$ cat src/rtl/axil_write_firewall.sv
// AXI4-Lite write firewall: holds one write at a time, blocks writes that land in an
// enabled protected region (SLVERR + violation log), forwards everything else downstream.
`timescale 1ns/1ps

module axil_write_firewall #(
   parameter int                      ADDR_W = 32,
   parameter int                      N_REG  = 4,
   parameter logic [N_REG*ADDR_W-1:0] REG_LO = {N_REG{32'h4000_0000}},
   parameter logic [N_REG*ADDR_W-1:0] REG_HI = {N_REG{32'h4000_FFFF}},
   parameter int                      CNT_W  = 16
) (
   input  logic              clk,
   input  logic              rst_n,
   // upstream
   input  logic              s_awvalid,
   output logic              s_awready,
   input  logic [ADDR_W-1:0] s_awaddr,
   input  logic              s_wvalid,
   output logic              s_wready,
   input  logic [31:0]       s_wdata,
   input  logic [3:0]        s_wstrb,
   output logic              s_bvalid,
   input  logic              s_bready,
   output logic [1:0]        s_bresp,
   // downstream
   output logic              m_awvalid,
   input  logic              m_awready,
   output logic [ADDR_W-1:0] m_awaddr,
   output logic              m_wvalid,
   input  logic              m_wready,
   output logic [31:0]       m_wdata,
   output logic [3:0]        m_wstrb,
   input  logic              m_bvalid,
   output logic              m_bready,
   input  logic [1:0]        m_bresp,
   // protection control and status
   input  logic [N_REG-1:0]  region_en,
   input  logic              viol_clr,
   output logic              violation,
   output logic [ADDR_W-1:0] viol_addr,
   output logic [CNT_W-1:0]  viol_count
);

   typedef enum logic [2:0] {IDLE, CHECK, FWD, WAIT_B, RESP} state_t;

   localparam logic [1:0] RESP_SLVERR = 2'b10;

   state_t              state, state_nxt;
   logic                aw_have, w_have;
   logic                aw_pend, w_pend;
   logic                blocked;
   logic [ADDR_W-1:0]   addr_q;
   logic [31:0]         data_q;
   logic [3:0]          strb_q;
   logic [1:0]          bresp_q;
   logic [ADDR_W-1:0]   viol_addr_q;
   logic [CNT_W-1:0]    viol_count_q;
   logic [CNT_W-1:0]    count_inc;

   // Region match on the captured address; only consumed while in CHECK.
   always_comb begin
      blocked = 1'b0;
      for (int i = 0; i < N_REG; i++) begin
         if (region_en[i] &&
             addr_q >= REG_LO[i*ADDR_W +: ADDR_W] &&
             addr_q <= REG_HI[i*ADDR_W +: ADDR_W])
            blocked = 1'b1;
      end
   end

   // NOTE: every output and next-state is given a default before the case so no
   // path through this block leaves a value unassigned and a latch is inferred.
   always_comb begin
      state_nxt = state;
      s_awready = 1'b0;
      s_wready  = 1'b0;
      m_awvalid = 1'b0;
      m_wvalid  = 1'b0;
      m_bready  = 1'b0;
      s_bvalid  = 1'b0;
      violation = 1'b0;
      case (state)
         IDLE: begin
            s_awready = !aw_have;
            s_wready  = !w_have;
            if (aw_have && w_have) state_nxt = CHECK;
         end
         CHECK: begin
            violation = blocked;
            state_nxt = blocked ? RESP : FWD;
         end
         FWD: begin
            m_awvalid = aw_pend;
            m_wvalid  = w_pend;
            if ((!aw_pend || m_awready) && (!w_pend || m_wready)) state_nxt = WAIT_B;
         end
         WAIT_B: begin
            m_bready = 1'b1;
            if (m_bvalid) state_nxt = RESP;
         end
         RESP: begin
            s_bvalid = 1'b1;
            if (s_bready) state_nxt = IDLE;
         end
         default: state_nxt = IDLE;
      endcase
   end

   assign count_inc = (&viol_count_q) ? viol_count_q : viol_count_q + CNT_W'(1);

   // NOTE: state is updated with non-blocking assignments so every flop samples
   // the pre-edge values, independent of statement order.
   always_ff @(posedge clk) begin
      if (!rst_n) begin
         state        <= IDLE;
         aw_have      <= 1'b0;
         w_have       <= 1'b0;
         aw_pend      <= 1'b0;
         w_pend       <= 1'b0;
         bresp_q      <= 2'b00;
         viol_addr_q  <= '0;
         viol_count_q <= '0;
      end else begin
         state <= state_nxt;

         if (s_awvalid && s_awready) aw_have <= 1'b1;
         if (s_wvalid && s_wready)   w_have  <= 1'b1;
         if (state == RESP && s_bready) begin
            aw_have <= 1'b0;
            w_have  <= 1'b0;
         end

         if (state == CHECK && !blocked) begin
            aw_pend <= 1'b1;
            w_pend  <= 1'b1;
         end
         if (m_awvalid && m_awready) aw_pend <= 1'b0;
         if (m_wvalid && m_wready)   w_pend  <= 1'b0;

         if (state == CHECK && blocked)  bresp_q <= RESP_SLVERR;
         if (state == WAIT_B && m_bvalid) bresp_q <= m_bresp;

         // A block in the same cycle as a clear wins: the log restarts at this write.
         if (state == CHECK && blocked) begin
            viol_addr_q  <= addr_q;
            viol_count_q <= viol_clr ? CNT_W'(1) : count_inc;
         end else if (viol_clr) begin
            viol_addr_q  <= '0;
            viol_count_q <= '0;
         end
      end
   end

   // NOTE: the payload registers carry no reset; they are only observed behind
   // the captured/valid flags, which are reset.
   always_ff @(posedge clk) begin
      if (s_awvalid && s_awready) addr_q <= s_awaddr;
      if (s_wvalid && s_wready) begin
         data_q <= s_wdata;
         strb_q <= s_wstrb;
      end
   end

   assign m_awaddr   = addr_q;
   assign m_wdata    = data_q;
   assign m_wstrb    = strb_q;
   assign s_bresp    = bresp_q;
   assign viol_addr  = viol_addr_q;
   assign viol_count = viol_count_q;

endmodule

$ cat config.mk
export PLATFORM = sky130hd
export DESIGN_NAME = axil_write_firewall
export DESIGN_NICKNAME = d
export VERILOG_FILES = /design/src/rtl/axil_write_firewall.sv
export SDC_FILE = /design/constraint.sdc
export NUM_CORES = 1
export LEC_CHECK = 0
export BUFFER_PORTS_ARGS = -buffer_cell sky130_fd_sc_hd__clkbuf_2
export CORE_AREA = 2 2 137 139
export DETAILED_ROUTE_END_ITERATION = 10
export DIE_AREA = 0 0 139 141
export GPL_ROUTABILITY_DRIVEN = 0
export GPL_TIMING_DRIVEN = 0
export SLEW_MARGIN = 20
export SYNTH_ARGS = -nofsm -noshare
export SYNTH_HDL_FRONTEND = slang
export SYNTH_SLANG_ARGS = --single-unit
$ cat constraint.sdc
create_clock -name clk -period 3.1 [get_ports clk]
set_clock_uncertainty 0.1 [all_clocks]
set_input_delay 0.31 -clock clk [delete_from_list [all_inputs] [get_ports clk]]
set_output_delay 0.31 -clock clk [all_outputs]
set_load 0.01 [all_outputs]
; ---- After elaboration in Yosys (flattened, before gate mapping)
; Cells that the tools add are included.
[classes]
addsub = 1
n_lt_le_gt_ge = 2
n_eq_ne = 9
n_mux = 25
bitwise = 1
n_reduce_logical = 34
[ops]
columns = op, count
row1 = 16-bit two-way mux, 4
row2 = 32-bit two-way mux, 2
row3 = "32-bit by 31-bit >= comparator with 1-bit output, second input constant", 1
row4 = "32-bit by 31-bit less-or-equal comparator with 1-bit output, second input constant", 1
row5 = 1-bit logical AND, 18
row6 = "16-bit by 1-bit adder with 16-bit output, second input constant", 1
row7 = 16-bit AND reduction, 1
row8 = 3-bit two-way mux, 5
row9 = 3-bit case mux with 5 select lines, 1
row10 = 1-bit two-way mux, 11
row11 = "2-bit != test, second input constant", 5
row12 = "3-bit by 2-bit == test with 1-bit output, second input constant", 2
row13 = 2-bit OR reduction, 3
row14 = 1-bit zero test, 5
row15 = 2-bit two-way mux, 2
row16 = 4-bit AND reduction, 1
row17 = 2-bit nonzero test, 2
row18 = "3-bit by 1-bit == test with 1-bit output, second input constant", 1
row19 = "3-bit == test, second input constant", 1
row20 = 3-bit zero test, 1
row21 = 1-bit logical OR, 2
row22 = 2-bit AND reduction, 1
row23 = 1-bit NOT, 1
[totals]
regBits = 125
out_inout_bits = 125
word_cells = 83

; ---- Longest topological paths before layout
; Gate-level depths: netlist of the first run.
[depth]
ltp_word = 10
mapped_depth = 8
mapped_depth_nobuf = 6

; ---- Worst setup path before layout of the first run
; Ideal clock, no wire load.
[synth_path]
path_type = reg-to-reg
startpoint = register state[0]
endpoint = register data_q[0], in the netlist m_wdata[0] (enable)
setup_ps = 397
arrival_ps = 1842
required_ps = 2603
setup_slack_ps = 761
path_stages_with_launch = 3
path_cell_list = dfxtp_1 > nor4_1 > and2_1
[synth_between]
elab_chain_len = 3
[synth_rtl]
columns = element, line
row1 = "start, declared", 48  ; state_t state, state_nxt;
row2 = "start signal, assigned", 124  ; state <= state_nxt;
row3 = 3-bit zero test, 82  ; case (state)
row4 = 1-bit two-way mux, 82
row5 = net s_wready, 19  ; output logic s_wready,
row6 = 1-bit logical AND, 158  ; if (s_wvalid && s_wready) begin
row7 = "end signal, assigned", 159  ; data_q <= s_wdata;
row8 = "end, declared", 53  ; logic [31:0] data_q;
; The timed path passes the listed nets, and every way through them passes these cells.
; A chain may end at the register's enable or synchronous reset.

; ---- Worst setup path in the final report of the first run
[layout_path]
startpoint = register addr_q[22], in the netlist m_awaddr[22]
endpoint = register viol_count_q[1], in the netlist viol_count[1]
[layout_between]
elab_chain_len = 10
elab_cells_between_ends = 18
classes_between = 2 x order compare / 5 x mux / 11 x reduce/logical
[layout_rtl]
columns = element, line
row1 = "start, declared", 52  ; logic [ADDR_W-1:0] addr_q;
row2 = "start signal, assigned", 157  ; if (s_awvalid && s_awready) addr_q <= s_awaddr;
row3 = 32-bit by 31-bit >= comparator with 1-bit output, 65  ; addr_q >= REG_LO[i*ADDR_W +: ADDR_W] &&
row4 = 1-bit logical AND, 64  ; if (region_en[i] &&
row5 = 1-bit logical AND, 65
row6 = 1-bit two-way mux (3 in a row), 64
row7 = 1-bit two-way mux *, 64
row8 = 1-bit logical AND *, 144  ; if (state == CHECK && blocked) begin
row9 = 2-bit nonzero test (no source line), -
row10 = 2-bit AND reduction (no source line), -
row11 = "end signal, assigned", 146  ; viol_count_q <= viol_clr ? CNT_W'(1) : count_inc;
row12 = "end, declared", 57  ; logic [CNT_W-1:0] viol_count_q;
; Every way passes the cells marked *; elsewhere a longest branch is shown, timed or not.

==> impl_metrics.yaml, run 1 <==
grt:
  antenna_found_initial: 0
  grt_pass1_vias: 3815
  grt_pass1_wl_um: 20210
  grt-ovfl-total: 0
  grt_max_degree: 33
  grt_usage_pct: 13.34
timing:
  slew_headroom_pct: 31.31
  min_period_ns: 2.705
  fmax_mhz: 369.7
  hold_violations: 0
  rsz0062_at_grt: "no"
  finalSetupViolations: 0
  fin_crit_sh_pct: 87.25
  fin_ws_ns: 0.3952
  slew_violations: 0
  tns_ns: 0
  tightest_slew_ns: 1.017
routing:
  ant_nets: 0
  wl_per_cell_um: 14.88
  vias_per_cell: 4.387
  drt-initial-drc-count: 205
  drcViolationCount: 0
  vias: 3865
  finalWirelength_um: 13110
  drt_pass1_iterations: 4
worst_setup_path:
  cp_max_fo: 10
  critPathLaunchType: "flip-flop"
  endpoint_kind: "flip-flop"
  cpMaxStageDelayCell: "nor3_2"
  cp.arrival_ns: 2.94
  crit_type: "flip-flop to flip-flop"
  worst_ep_required_time_ns: 3.33
  path_cells: "nor4_1 -> nand3_1 -> nor3_2 -> clkbuf_1 -> nand3b_1 -> a21oi_1"
  slowest_delay_ns: 0.68
power_and_ir_drop:
  leakagePower_nw: 2.950
  seqPwrFrac_pct: 43.6
  total_power_w: 0.004361
  power_density_mw_per_mm2: 607.8
  p_int_w: 0.003415
  switching_share_pct: 21.71
  comb_power_share_pct: 8.4
  clockPowerShare_pct: 48.0
  power_switching_w: 0.0009467
  ir_drop_mv: 0.3571
placement:
  io_buffers: 206
  dp_hpwl_um: 9020
  post-place-ws_ns: 0.3018
clock_tree:
  cts_buffer_depth: 2
  clk_pin_slew_worst_paths_ns: 0.06
  cts_buffers: 17
  cts_setup_buffers: 0
  cts_root_buffer: "clkbuf_16"
  cts_tree: "done"
  htree_levels: 4
  clock_latency_ns: 0.41
  cts_sinks: 125
synthesis:
  synth_area_mm2: 0.004488
  synth.yosys.seq_area_share_pct: 70.92
  syn_avg_cell_area_um2: 13.24
  ys_ff_latch: 125
  yosysWarningCount: 0
  synthArstFlopShare_pct: 0
  synth_flop_cell: "edfxtp_1"
  ys_types: 44
  synth_area_leaders: "edfxtp_1, dfxtp_1, a21boi_0, nand3b_1, and2_1"
  synth_fp_nets: 423
  synth-edff-count: 68
  netlist_instances: 339
  synth_top_area_cell: "edfxtp_1"
  synth_top_area_share_pct: 45.50
floorplanning:
  initial_core_util_pct: 24.57
  ios: 208
  die_area_mm2: 0.01960
  row_count: 50
  core-area_mm2: 0.01827
  dieHeight_um: 141
  dieWidth_um: 139
finish:
  layout_common_cells: "clkbuf_2, dlygate4sd3_1, edfxtp_1"
  final_common_cell: "clkbuf_2"
  nFillCells: 1746
  area_delta_synth_final_pct: 59.88
  utilization_pct: 39.28
  nets: 718
  antenna_cells: 0
  post_route_cells_drive_above_1_share_pct: 38.49
outcome:
  outcome: "complete, no violations"
min_path:
  hp-class: "input port to flip-flop"
run:
  drv_cap: 0
[Yosys cell counts (all sizes together), types with 3 or more instances]
master,number
a21boi,19
edfxtp,68
buf,4
nor3,10
a41oi,4
a21oi,13
nor2,6
nand3,14
nor4,9
and4,3
or3,3
nand2b,3
and2,21
inv,6
nand3b,18
o31ai,6
and3,3
o21ai,7
a211oi,3
nand2,24
clkbuf,13
or4,5
dfxtp,57
[final cells by class]
type                       count  area (µm²)  share of cell area, %
multi-input combinational    191        1205                  16.79
inverter                       6       22.52                 0.3139
sequential                   125        3183                  44.36
buffer                        17       80.08                  1.116
tap                          234       292.8                  4.080
timing repair buffer         276        1752                  24.41
clock inverter                 6       62.56                 0.8718
clock buffer                  26       578.1                  8.056
[repair_timing]
action                     in CTS  in global routing
hold endpoints to repair       68                  0
hold buffers                   68                  0
gates resized for setup         0                  0
setup endpoints to repair       0                  0
[worst max-delay path: cells and delay by family (launching register included)]
family	cells	cell delay, ns
simple gates	4	1.44
buf+inv	1	0.53
flops	1	0.38
compound gates	1	0.17
[registers in the layout, summed over array words and instances (netlist names), 2 cells and up]
signal and cells:
s_bresp 2, m_wdata 32, state 3, viol_addr 32
m_wstrb 4, viol_count 16, m_awaddr 32
[kinds of logic (layout without fill, tap and decap cells)]
kind of cell | after synthesis | after routing | synth area share [%]
AO/OA/AOI/OAI | 63 | 63 | 9.841
adder cells (fa/ha/maj) | 1 | 1 | 0.2787
buffers and inverters | 23 | 331 | 2.286
flip-flops | 125 | 125 | 70.92
AND/OR/NAND/NOR | 127 | 127 | 16.67
[power groups by stage]
| stage | logic (W) | clock network, W | registers (W) |
|---|---|---|---|
| floorplan | 0.0000764 | 0 | 0.00198 |
| global placement | 0.000281 | 0 | 0.00194 |
| detailed placement | 0.000302 | 0 | 0.00193 |
| CTS | 0.000372 | 0.00215 | 0.00190 |
| global route | 0.000397 | 0.00222 | 0.00191 |
| finish | 0.000368 | 0.00209 | 0.00190 |
[routing by layer]
metal / vias up / global-route usage (%) / routed length (µm)
li1: 1876 / - / -
met5: - / 0 / 0
met4: 0 / 4.678 / 182
met2: 139 / 22.40 / 6514
met1: 1837 / 15.87 / 5568
met3: 13 / 4.789 / 844
[stage by stage]
step                std cells  hold WS [ns]  cell area [µm²]
floorplan                 339        0.3089             4488
global placement          779        0.3434             5812
detailed placement        781        0.3434             5854
CTS                       881       0.06264             7176
global route              881       0.08948             7176
finish                    881       0.08826             7176
[path summary, 6_finish.rpt]
check                 from            end  slack (ns)  cells past startpoint
max           m_awaddr[22]  viol_count[1]        0.40                      6
min             m_bresp[1]     s_bresp[1]        0.09                      3
max reg2reg   m_awaddr[22]  viol_count[1]        0.40                      6
min reg2reg  viol_addr[21]  viol_addr[21]        0.36                      1
No activity file was read; power rests on OpenSTA's default activity.
==> run 2: changes to the inputs <==
HOLD_SLACK_MARGIN = 0.15   (was not set)
==> run 2 against run 1 <==
Against the previous run:
- final area rose by 0.98%
- via count is 0.28% higher
- register-to-register slack worse by 0.04 ns
- core utilization rose by 0.38 points
- combinational power is 2% higher
- die area is the same
- sequential power about the same
- first-iteration DRC count increased by 10%
- critical path type unchanged
- critical endpoint unchanged
- largest cell class unchanged
==> impl_metrics.yaml, run 2 (same netlist as run 1, synthesis figures left out) <==
clock_tree:
  htree_levels: 4
  cts_sinks: 125
  cts_tree: "done"
  clk_pin_slew_worst_paths_ns: 0.06
  clock_latency_ns: 0.41
  cts_root_buffer: "clkbuf_16"
  cts_buffer_depth: 2
  cts_setup_buffers: 0
  cts_buffers: 17
worst_setup_path:
  cp.arrival_ns: 2.98
  crit_cells: 6
  crit_family: "simple AND/OR/NAND/NOR gates"
  path_cells: "nor4b_1 -> nand3_1 -> nor3_2 -> clkbuf_1 -> nand3b_1 -> a21oi_1"
  critPathCapture: "viol_count[1]"
  cpMaxStageDelayCell: "nor3_2"
  critPathLaunchType: "flip-flop"
  r2r_slack_ns: 0.35
  r2r_start: "m_awaddr[17]"
  cp_max_fo: 10
  slowest_delay_ns: 0.70
  crit_type: "flip-flop to flip-flop"
  endpoint_kind: "flip-flop"
  worstSetupStartpoint: "m_awaddr[17]"
  worst_ep_required_time_ns: 3.34
  cp_num_buf_inv: 1
  regToRegEndpoint: "viol_count[1]"
  r2r_cells: 6
run:
  drv_cap: 0
timing:
  finalSetupViolations: 0
  slew_violations: 0
  rsz0062_at_grt: "no"
  slew_headroom_pct: 31.46
  hold_violations: 0
  whs_ns: 0.2026
  fin_crit_sh_pct: 88.57
  tightest_slew_ns: 1.015
  min_period_ns: 2.746
  tns_ns: 0
  fmax_mhz: 364.2
finish:
  multi_input_area_mm2: 0.001205
  final_common_cell: "clkbuf_2"
  antenna_cells: 0
  nets: 725
  design_area_mm2: 0.007246
  ff_latch_area_mm2: 0.003183
  nFillCells: 1738
  layout_common_cells: "clkbuf_2, dlygate4sd3_1, edfxtp_1"
  area_delta_synth_final_pct: 61.44
  stdcell_count: 888
  post_route_cells_drive_above_1_share_pct: 38.07
routing:
  drt_pass1_iterations: 4
  vias: 3876
  finalWirelength_um: 13160
  drcViolationCount: 0
  drt-initial-drc-count: 226
  ant_nets: 0
  vias_per_cell: 4.365
  wl_per_cell_um: 14.82
floorplanning:
  die_area_mm2: 0.01960
  row_count: 50
  dieWidth_um: 139
  dieHeight_um: 141
  initial_core_util_pct: 24.57
  ios: 208
  core-area_mm2: 0.01827
power_and_ir_drop:
  total_power_w: 0.004370
  power_density_mw_per_mm2: 603.1
  leakagePower_nw: 2.977
  ir_drop_mv: 0.3583
outcome:
  outcome: "complete, no violations"
placement:
  dp_hpwl_um: 9020
  placed_cell_area_mm2: 0.005854
  io_buffers: 206
  dp.cells: 781
grt:
  grt_max_degree: 33
  grt_usage_pct: 13.37
  grt_pass1_vias: 3855
  grt_pass1_wl_um: 20310
  grt-ovfl-total: 0
  antenna_found_initial: 0
min_path:
  hp-class: "input port to flip-flop"
run 2: changes by cell type in the layout (fill, tap and decap cells not counted):
| cell | before | now |
|---|---|---|
| dlygate4sd3_1 | 68 | 75 |
run 2: final cells by class:
class / count / share of cell area [%]
inverters: 6 / 0.3108
flip-flops and latches: 125 / 43.93
clock buffers: 26 / 7.978
multi-input cells: 191 / 16.63
well taps: 234 / 4.041
repair buffers: 283 / 25.14
clock inverters: 6 / 0.8634
plain buffers: 17 / 1.105
run 2: timing repair:
item,in CTS,in global routing
resized for setup,0,0
hold buffers,75,0
hold endpoints to repair,74,0
run 2: how the worst min path moves through the flow:
| stage | from | to | cells after the start |
|---|---|---|---|
| floorplan | s_awaddr[0] | m_awaddr[0] | 0 |
| global placement | viol_addr[29] | viol_addr[29] | 1 |
| detailed placement | viol_addr[21] | viol_addr[21] | 1 |
| CTS | s_awvalid | aw_have | 3 |
| global route | s_awvalid | aw_have | 3 |
| finish | s_awvalid | aw_have | 3 |
run 2: worst min-delay path: cells and delay by family:
kind                   cells  cell delay [ns]
AO/OA/AOI/OAI              1             0.13
buffers and inverters      1             0.07
AND/OR/NAND/NOR            1             0.16
run 2: power breakdown:
group / switching (W) / leakage, nW / internal, W
Sequential: 0.0000379 / 1.11 / 0.00186
Combinational: 0.000188 / 1.55 / 0.000187
Clock: 0.000725 / 0.317 / 0.00137
run 2: metrics by stage:
stage / worst slack, ns / util, %
2_1_floorplan: 0.7609 / -
3_3_place_gp: 0.2575 / 31.82
3_5_place_dp: 0.3018 / 32.05
4_1_cts: 0.2706 / 39.66
5_1_grt: 0.07844 / 39.66
6_report: 0.3543 / 39.66
run 2: layer usage:
layer	part of all wire, %	GRT usage (%)	vias to the layer above
li1	-	-	1888
met2	50	22.56	141
met1	42	15.89	1830
met5	0	0	-
met4	1.6	4.678	0
met3	6.8	4.688	17
==> run 3: changes to the inputs <==
clock period = 2.3 ns   (was 3.1 ns; I/O delays follow)
==> run 3 against run 2 <==
Against the previous run:
- the flow now finishes with violations (negative setup slack)
- critical path depth up 2
- wire length up 0.71%
- combinational power up 33%
- sequential share of layout area down 1.6 points
- register-to-register slack worse by 0.46 ns
- non-clock buffer count up 8
- largest cell class unchanged
- hold slack better by 0.029 ns
- clock power up 28%
- final area up 3.9%
- sequential power up 35%
- critical endpoint is now viol_count[2]
==> impl_metrics.yaml, run 3 (same netlist as run 1, synthesis figures left out) <==
routing:
  wl_per_cell_um: 14.79
  drcViolationCount: 0
  vias_per_cell: 4.349
  ant_nets: 0
  drt-initial-drc-count: 191
  vias: 3897
  drt_pass1_iterations: 4
  finalWirelength_um: 13260
placement:
  io_buffers: 206
  dp_hpwl_um: 8989
clock_tree:
  clock_latency_ns: 0.41
  clk_pin_slew_worst_paths_ns: 0.05
  cts_buffers: 17
  cts_root_buffer: "clkbuf_16"
  cts_tree: "done"
  htree_levels: 4
  cts_sinks: 125
  cts_buffer_depth: 2
grt:
  antenna_found_initial: 0
  grt_pass1_wl_um: 20440
  grt_max_degree: 38
  grt_usage_pct: 13.38
  grt-ovfl-total: 0
  grt_pass1_vias: 3883
power_and_ir_drop:
  power_switching_w: 0.001276
  seqPwrFrac_pct: 44.6
  ir_drop_mv: 0.5128
  clockPowerShare_pct: 46.7
  leakagePower_nw: 3.124
  comb_power_share_pct: 8.7
  p_int_w: 0.004479
  switching_share_pct: 22.18
  power_density_mw_per_mm2: 764.7
worst_setup_path:
  crit_type: "flip-flop to flip-flop"
  cp.arrival_ns: 2.64
  crit_family: "simple AND/OR/NAND/NOR gates"
  critPathLaunchType: "flip-flop"
  cp_max_fo: 5
  slowest_delay_ns: 0.47
  path_cells: "nor4_4 -> nand3_1 -> buf_6 -> or3_4 -> buf_8 -> buf_6 -> or4_4 -> a21oi_2"
  cpMaxStageDelayCell: "or4_4"
  endpoint_kind: "flip-flop"
  cp_num_buf_inv: 3
  cpMostUsedCell: "buf_6"
  worst_ep_required_time_ns: 2.53
timing:
  whs_ns: 0.2316
  hold_violations: 0
  min_period_ns: 2.408
  finalSetupViolations: 9
  tightest_slew_ns: 0.7791
  rsz0062_at_grt: "yes"
  fmax_mhz: 415.3
  fin_ws_ns: -0.1078
  slew_violations: 0
  fin_crit_sh_pct: 104.7
  slew_headroom_pct: 47.49
floorplanning:
  die_area_mm2: 0.01960
  row_count: 50
  initial_core_util_pct: 24.57
  ios: 208
  dieHeight_um: 141
  core-area_mm2: 0.01827
  dieWidth_um: 139
finish:
  nets: 733
  post_route_cells_drive_above_1_share_pct: 42.60
  layout_common_cells: "clkbuf_2, dlygate4sd3_1, edfxtp_1"
  area_delta_synth_final_pct: 67.69
  antenna_cells: 0
  utilization_pct: 41.20
  final_common_cell: "clkbuf_2"
outcome:
  outcome: "finished, violations left"
  violations: "negative setup slack"
run:
  drv_cap: 0
min_path:
  hp-class: "input port to flip-flop"
==> run 3: cell count changes in the layout (fill, tap and decap cells not counted), moves of 3 or more <==
cell / delta
buf_4: +7
buf_8: +4
a21boi_1: +18
clkbuf_1: -4
a21oi_1: -4
a21oi_2: +4
nor4_2: +3
nor4_1: -5
a21boi_0: -18
==> run 3: metal layers <==
layer	GRT usage, %	wire [µm]
met1	16.73	5701
met2	21.29	6479
met3	4.246	779
met4	5.954	295
met5	0	0
==> run 3: metrics by stage <==
| stage | total power [W] | std cells | setup WS [ns] | TNS, ns | cell area (µm²) |
|---|---|---|---|---|---|
| global route | 0.005961 | 896 | -0.1804 | -2.392 | 7526 |
| CTS | 0.005816 | 898 | -0.1469 | -0.6363 | 7423 |
| detailed placement | 0.003004 | 780 | -0.4906 | -15.36 | 5834 |
| global placement | 0.002987 | 779 | -0.4695 | -22.21 | 5813 |
| finish | 0.005755 | 896 | -0.1078 | -0.5381 | 7526 |
| floorplan | 0.002764 | 339 | 0.05484 | 0 | 4489 |
==> run 3: what timing repair did <==
action | CTS | global route
gates resized for setup | 31 | 37
pin swaps | 18 | 12
setup buffers | 10 | 0
cloned | 1 | 1
endpoints found under the hold margin | 77 | 0
hold buffers | 76 | 0
endpoints found under the setup margin | 51 | 79
==> run 3: path summary, 6_finish.rpt <==
kind | from | end | slack [ns] | depth (start not counted)
min reg2reg | viol_addr[21] | viol_addr[21] | 0.35 | 1
max reg2reg | m_awaddr[22] | viol_count[2] | -0.11 | 8
min | rst_n | state[1] | 0.23 | 2
max | m_awaddr[22] | viol_count[2] | -0.11 | 8
==> run 3: layout make-up <==
class,count,area (µm²)
fillers,1741,10740
flip-flops and latches,125,3183
repair buffers,295,1951
multi-input cells,191,1366
clock buffers,23,489.2
well taps,234,292.8
plain buffers,13,113.9
clock inverters,9,105.1
inverters,6,25.02
==> run 3: worst register-to-register path, stage by stage (launching register included) <==
cell      delay [ns]
edfxtp_1        0.43
nor4_4          0.30
nand3_1         0.14
buf_6           0.15
or3_4           0.37
buf_8           0.14
buf_6           0.12
or4_4           0.47
a21oi_2         0.11
==> run 3: power by group through the flow <==
stage / Sequential, W / Clock, W / Combinational (W)
3_5_place_dp: 0.00261 / 0 / 0.000394
5_1_grt: 0.00258 / 0.00284 / 0.000540
6_report: 0.00257 / 0.00269 / 0.000499
4_1_cts: 0.00257 / 0.00275 / 0.000502
3_3_place_gp: 0.00261 / 0 / 0.000381
2_1_floorplan: 0.00266 / 0 / 0.000104
